<file path="config.mk">
export PLATFORM = sky130hd
export DESIGN_NAME = env_vca
export DESIGN_NICKNAME = d
export VERILOG_FILES = /design/src/rtl/env_vca_pkg.sv /design/src/rtl/env_vca_slew.sv /design/src/rtl/env_vca.sv
export SDC_FILE = /design/constraint.sdc
export NUM_CORES = 1
export LEC_CHECK = 0
export BUFFER_PORTS_ARGS = -buffer_cell sky130_fd_sc_hd__buf_4
export CAP_MARGIN = 20
export CORE_MARGIN = 5
export CORE_UTILIZATION = 35
export CTS_CLUSTER_DIAMETER = 100
export CTS_CLUSTER_SIZE = 12
export DETAILED_ROUTE_END_ITERATION = 8
export GPL_ROUTABILITY_DRIVEN = 0
export PLACE_DENSITY = 0.59
export SLEW_MARGIN = 10
export SYNTH_ARGS = -nofsm -noshare
export SYNTH_HDL_FRONTEND = slang
export SYNTH_HIERARCHICAL = 1
export SYNTH_SLANG_ARGS = --single-unit
</file>
<file path="constraint.sdc">
create_clock -name clk -period 11.35 [get_ports clk]
set_clock_uncertainty 0.05 [all_clocks]
set_input_delay 2.27 -clock clk [delete_from_list [all_inputs] [get_ports clk]]
set_output_delay 2.27 -clock clk [all_outputs]
set_load 0.01 [all_outputs]
</file>
<file path="src/rtl/env_vca_pkg.sv">
// Shared types and constants for the envelope-driven VCA and its slew limiter.
package env_vca_pkg;

  typedef enum logic {TRACK = 1'b0, DUCK = 1'b1} vca_state_e;

  // Unity gain: 1.0 in the unsigned Q(BITS-1) gain format.
  function automatic int unity(input int bits);
    return 1 << (bits - 1);
  endfunction

  // Half an LSB of the product once it is shifted down by BITS-1.
  function automatic int rnd_const(input int bits);
    return 1 << (bits - 2);
  endfunction

endpackage

</file>
<file path="src/rtl/env_vca_slew.sv">
// Combinational slew limiter: moves cur toward tgt by at most step.
module slew_limiter
  import env_vca_pkg::*;
#(
  parameter int BITS = 16
) (
  input  logic [BITS-1:0] cur,
  input  logic [BITS-1:0] tgt,
  input  logic [BITS+7:0] step,
  output logic [BITS-1:0] next
);

  logic            up;
  logic [BITS-1:0] mag;

  always_comb begin
    up   = (tgt >= cur);
    mag  = up ? (tgt - cur) : (cur - tgt);
    next = tgt;
    // step can exceed BITS; truncation is only taken when step < mag
    if ({8'd0, mag} > step)
      next = up ? (cur + step[BITS-1:0]) : (cur - step[BITS-1:0]);
  end

endmodule

</file>
<file path="src/rtl/env_vca.sv">
// Envelope VCA: slew-limited gain with retrigger duck, 2-stage rounded multiply.
module env_vca
  import env_vca_pkg::*;
#(
  parameter int BITS       = 16,
  parameter int SLEW_SHIFT = 4,
  parameter int DUCK_STEP  = 64
) (
  input  logic            clk,
  input  logic            rst_n,
  input  logic            ena,
  input  logic            trigger,
  input  logic [BITS-1:0] env_in,
  input  logic [BITS-1:0] audio_in,
  input  logic [7:0]      slew_rate,
  output logic [BITS-1:0] audio_out,
  output logic            out_valid,
  output logic [BITS-1:0] gain
);

  localparam int PW = 2 * BITS + 1;
  localparam logic [BITS-1:0]      UNITY = BITS'(unity(BITS));
  localparam logic [BITS-1:0]      DSTEP = BITS'(DUCK_STEP);
  localparam logic signed [PW-1:0] RND   = PW'(rnd_const(BITS));
  localparam logic signed [PW-1:0] SMAX  = PW'(unity(BITS) - 1);
  localparam logic signed [PW-1:0] SMIN  = -PW'(unity(BITS));

  vca_state_e state_q, state_d;
  logic [BITS-1:0] gain_q, gain_d, tgt, slew_next;
  logic [BITS+7:0] step;
  logic            trig_q, pend_q, pend_d, pend_eff;
  logic [2:1]      vld_pipe;
  logic signed [PW-1:0] p_q, p_d, rsum, rsh;
  logic [BITS-1:0] aout_q, aout_d;

  assign tgt      = (env_in > UNITY) ? UNITY : env_in;
  assign step     = {{BITS{1'b0}}, slew_rate} << SLEW_SHIFT;
  // an edge arriving on the ena cycle itself is honoured, not deferred
  assign pend_eff = pend_q | (trigger & ~trig_q);
  assign pend_d   = ena ? 1'b0 : pend_eff;

  slew_limiter #(.BITS(BITS)) u_slew (
    .cur  (gain_q),
    .tgt  (tgt),
    .step (step),
    .next (slew_next)
  );

  always_comb begin
    state_d = state_q;
    gain_d  = gain_q;
    if (ena) begin
      case (state_q)
        TRACK: begin
          if (pend_eff && gain_q != '0)
            state_d = DUCK;
          else
            gain_d = (slew_rate == 8'd0) ? tgt : slew_next;
        end
        DUCK: begin
          gain_d = (gain_q > DSTEP) ? (gain_q - DSTEP) : '0;
          if (gain_d == '0) state_d = TRACK;
        end
        default: state_d = TRACK;
      endcase
    end
  end

  // gain is zero-extended so the product stays a signed multiply
  assign p_d = $signed({{(BITS+1){audio_in[BITS-1]}}, audio_in})
             * $signed({{(BITS+1){1'b0}}, gain_q});

  always_comb begin
    rsum   = p_q + RND;
    rsh    = rsum >>> (BITS - 1);
    aout_d = rsh[BITS-1:0];
    if (rsh > SMAX)      aout_d = SMAX[BITS-1:0];
    else if (rsh < SMIN) aout_d = SMIN[BITS-1:0];
  end

  always_ff @(posedge clk or negedge rst_n) begin
    if (!rst_n) begin
      state_q  <= TRACK;
      gain_q   <= '0;
      trig_q   <= 1'b0;
      pend_q   <= 1'b0;
      vld_pipe <= '0;
      p_q      <= '0;
      aout_q   <= '0;
    end else begin
      state_q  <= state_d;
      gain_q   <= gain_d;
      trig_q   <= trigger;
      pend_q   <= pend_d;
      vld_pipe <= {vld_pipe[1], ena};
      if (ena)         p_q    <= p_d;
      if (vld_pipe[1]) aout_q <= aout_d;
    end
  end

  assign audio_out = aout_q;
  assign out_valid = vld_pipe[2];
  assign gain      = gain_q;

endmodule

</file>
==> summary.txt <==
Average wire length per cell after detail routing: 17.6 um
Drt total wl: 42800 um
Clock transition at the register clock pins on the worst setup and hold paths after CTS: 90 ps
Total setup buffers inserted after CTS: 0
F_max: 0.115 GHz
Worst Hold Path Cells: 2
Capturing element type of the critical path: register
Final worst slack: 2660 ps
Worst Reg2Reg Path Length in Cells: 17
Layout cell share with drive strength beyond 1: 0.0726
Fraction of the mapped netlist area in adder cells: 0.412
Maximum Capacitance Violations: 0
Fraction of the cycle the final worst path needs: 0.765
Share of the core filled with cells in the final layout: 0.383
Worst endpoint data arrival time: 8820 ps
Type of the setup path with the least slack: in -> reg
Clock Sink Count: 56
Number of primary I/O pins: 77
Hold WC Path Type: reg -> reg
Worst hold path endpoint: audio_out[15]
Setup TNS: 0 ps
Grt ovf: 0
Number of storage elements in the synthesis netlist: 56
Most common library cell in the layout ignoring fill and taps: sky130_fd_sc_hd__inv_1
Filler Cells Inserted: 4442
Number of failing hold endpoints at the final stage: 0
Worst slack at placement: 2340 ps
Critical path peak fanout: 38
TritonCTS clock tree: yes
Total clock buffers created by CTS: 5
Most area-hungry cell type in the Yosys netlist: sky130_fd_sc_hd__fa_1
Post-route antenna net violation count: 0
Insertion delay of the later-clocked pin in the worst-skew pair: 330 ps
CP Launch Type: input pin
Initial antenna violation count: 1
Capturing point of the worst reg2reg path: p_q[29]
Total DRC errors in the routed layout: 0
Total area of sequential cells: 1400 sq um
Number of nets in the final layout: 2272
GRT Overall Usage: 0.180
Average instance area after synthesis: 8.41 sq um
Dominant combinational cell family by area after synthesis: adder cells
Core Footprint: 43000 sq um
Total number of H-tree levels: 2
Outcome: finished clean
Sequential element share of the synthesized area: 0.0924
Layout Area Growth over Synthesis: 8.53%
Final max-slew violation count: 0
Cell Rows: 76
Number of flops mapped to enable cells by yosys: 0
Number of vias in the routed layout: 12.7k
Die width: 218 um
Die H: 218 um
Number of warnings printed during yosys synthesis: 6
Starting DRT DRC Count: 752
Hold path startpoint: audio_out[15]
Worst max-slew margin expressed relative to the limit: 0.301
Basic-gate share of the synthesized area counting and, or, nand and nor cells: 0.178
Multiplexer share of the synthesized area: 0.0292
Reg-to-reg setup timing slack: 4200 ps
Post-synth cell types: 79
Post-layout minimum cycle time: 8690 ps
Maximum number of pins on one net before global-route repair: 57
Post-synthesis instance area: 15200 sq um
Endpoints failing setup: 0
Post-synthesis async set-or-reset flop share: 1.00
Post-synthesis xor/xnor area fraction: 0.0387
Via count of the first global-routing pass: 13.1k
Most used flip-flop cell after synthesis: sky130_fd_sc_hd__dfrtp_1
Maximum clock insertion buffer count: 2
Setup repair after global routing missed its margin: false
Share of the synthesized area in the top cell type: 0.259
Floorplan die area: 47600 sq um
Top area cells in the synthesized netlist: sky130_fd_sc_hd__fa_1, sky130_fd_sc_hd__ha_1, sky130_fd_sc_hd__dfrtp_1
HPWL Detailed: 33900 um
Clock tree root buffer cell: sky130_fd_sc_hd__clkbuf_16
Number of buffers added on ports: 76
Startpoint of the worst-slack reg-to-reg timing path: gain[4]
Cells resized by post-CTS repair: 0
Number of buffers inserted for hold repair after clock tree synthesis: 0
Post-synthesis compound-gate area fraction: 0.140
Cells after synthesis: 1802
Actual transition at the worst max-transition pin: 1050 ps
Drt first pass iters: 5
Commonest cells after routing, fill and taps aside: sky130_fd_sc_hd__inv_1, sky130_fd_sc_hd__fa_1, sky130_fd_sc_hd__nand2_1, sky130_fd_sc_hd__ha_1, sky130_fd_sc_hd__and2_1
Data required time of the critical path: 11490 ps
Multi-input gate area: 12200 sq um
Number of vias per cell: 5.22
Initial core utilization: 0.353
First-pass GRT wire length: 69700 um
Number of antenna diodes: 0
## cell type report
class,count,share of cell area
flip-flops and latches,56,0.0852
repair buffers,93,0.0424
clock inverters,3,0.00175
clock buffers,5,0.00760
well taps,585,0.0445
multi-input cells,1358,0.743
inverters,332,0.0757
## Yosys cell counts, types with 33 or more instances
| library cell | instances |
|---|---|
| sky130_fd_sc_hd__a21oi_1 | 80 |
| sky130_fd_sc_hd__and2_1 | 117 |
| sky130_fd_sc_hd__clkbuf_1 | 66 |
| sky130_fd_sc_hd__dfrtp_1 | 56 |
| sky130_fd_sc_hd__fa_1 | 196 |
| sky130_fd_sc_hd__ha_1 | 186 |
| sky130_fd_sc_hd__inv_1 | 331 |
| sky130_fd_sc_hd__mux2i_1 | 33 |
| sky130_fd_sc_hd__nand2_1 | 186 |
| sky130_fd_sc_hd__nor2_1 | 59 |
| sky130_fd_sc_hd__o21ai_0 | 48 |
| sky130_fd_sc_hd__xnor2_1 | 45 |
## state kept, by name, indices dropped and copies added (netlist names)
register and cells:
vld_pipe 2, pend_q 1, p_q 19, state_q 1, trig_q 1, gain 16
audio_out 16
## critical path: stages
cell	delay (ps)
sky130_fd_sc_hd__buf_4	110
sky130_fd_sc_hd__nor4_1	610
sky130_fd_sc_hd__a41oi_1	460
sky130_fd_sc_hd__nor2b_1	350
sky130_fd_sc_hd__inv_1	110
sky130_fd_sc_hd__ha_1	390
sky130_fd_sc_hd__nand2_1	130
sky130_fd_sc_hd__or4_1	500
sky130_fd_sc_hd__a311o_1	330
sky130_fd_sc_hd__nand2_2	610
sky130_fd_sc_hd__mux2i_1	390
sky130_fd_sc_hd__o221ai_2	140
sky130_fd_sc_hd__xor2_1	180
sky130_fd_sc_hd__ha_1	300
sky130_fd_sc_hd__and4_1	150
sky130_fd_sc_hd__and2_1	160
sky130_fd_sc_hd__o2111ai_1	150
sky130_fd_sc_hd__a221oi_2	290
sky130_fd_sc_hd__buf_4	330
sky130_fd_sc_hd__mux2_2	370
sky130_fd_sc_hd__nand2_1	50
sky130_fd_sc_hd__o21ai_0	110
sky130_fd_sc_hd__o211ai_1	190
sky130_fd_sc_hd__o21ai_0	100
## through the flow
| stage | cell area [sq um] | cells | hold slack [ps] |
|---|---|---|---|
| global route | 16500 | 2432 | 518 |
| finish | 16500 | 2432 | 498 |
| floorplan | 15300 | 1830 | 302 |
| detailed placement | 16300 | 2424 | 466 |
| global placement | 16300 | 2424 | 466 |
| CTS | 16500 | 2432 | 500 |
## per-layer routing
layer,track usage,vias to the layer above,routed length (um),share of wire
met4,0.0433,0,924,0.022
li1,-,5983,-,-
met2,0.302,376,20200,0.47
met3,0.0249,66,2270,0.053
met5,0,-,0,0
met1,0.249,6265,19400,0.45
## cell families (layout without fill, tap and decap cells)
family                     count (synthesis)  in the layout
and+or+nand+nor                          529            529
buffers and inverters                    416            433
adders and majority gates                382            382
AOI/OAI and AO/OA                        308            308
xor gates and xnor gates                  67             67
DFF                                       56             56
muxes                                     43             43
other                                      1             29
## worst max-delay path by stage
| stage | startpoint | endpoint | slack [ps] | depth (start not counted) |
|---|---|---|---|---|
| floorplan | audio_in[12] | p_q[29] | 3510 | 18 |
| global placement | env_in[0] | gain[15] | 2340 | 24 |
| detailed placement | env_in[0] | gain[15] | 2340 | 24 |
| CTS | env_in[0] | gain[15] | 2660 | 24 |
| global route | env_in[0] | gain[15] | 2100 | 24 |
| finish | env_in[0] | gain[15] | 2660 | 24 |
Power is not shown: default switching activity piles up to over one toggle a cycle in this logic, so the estimate is an artifact.
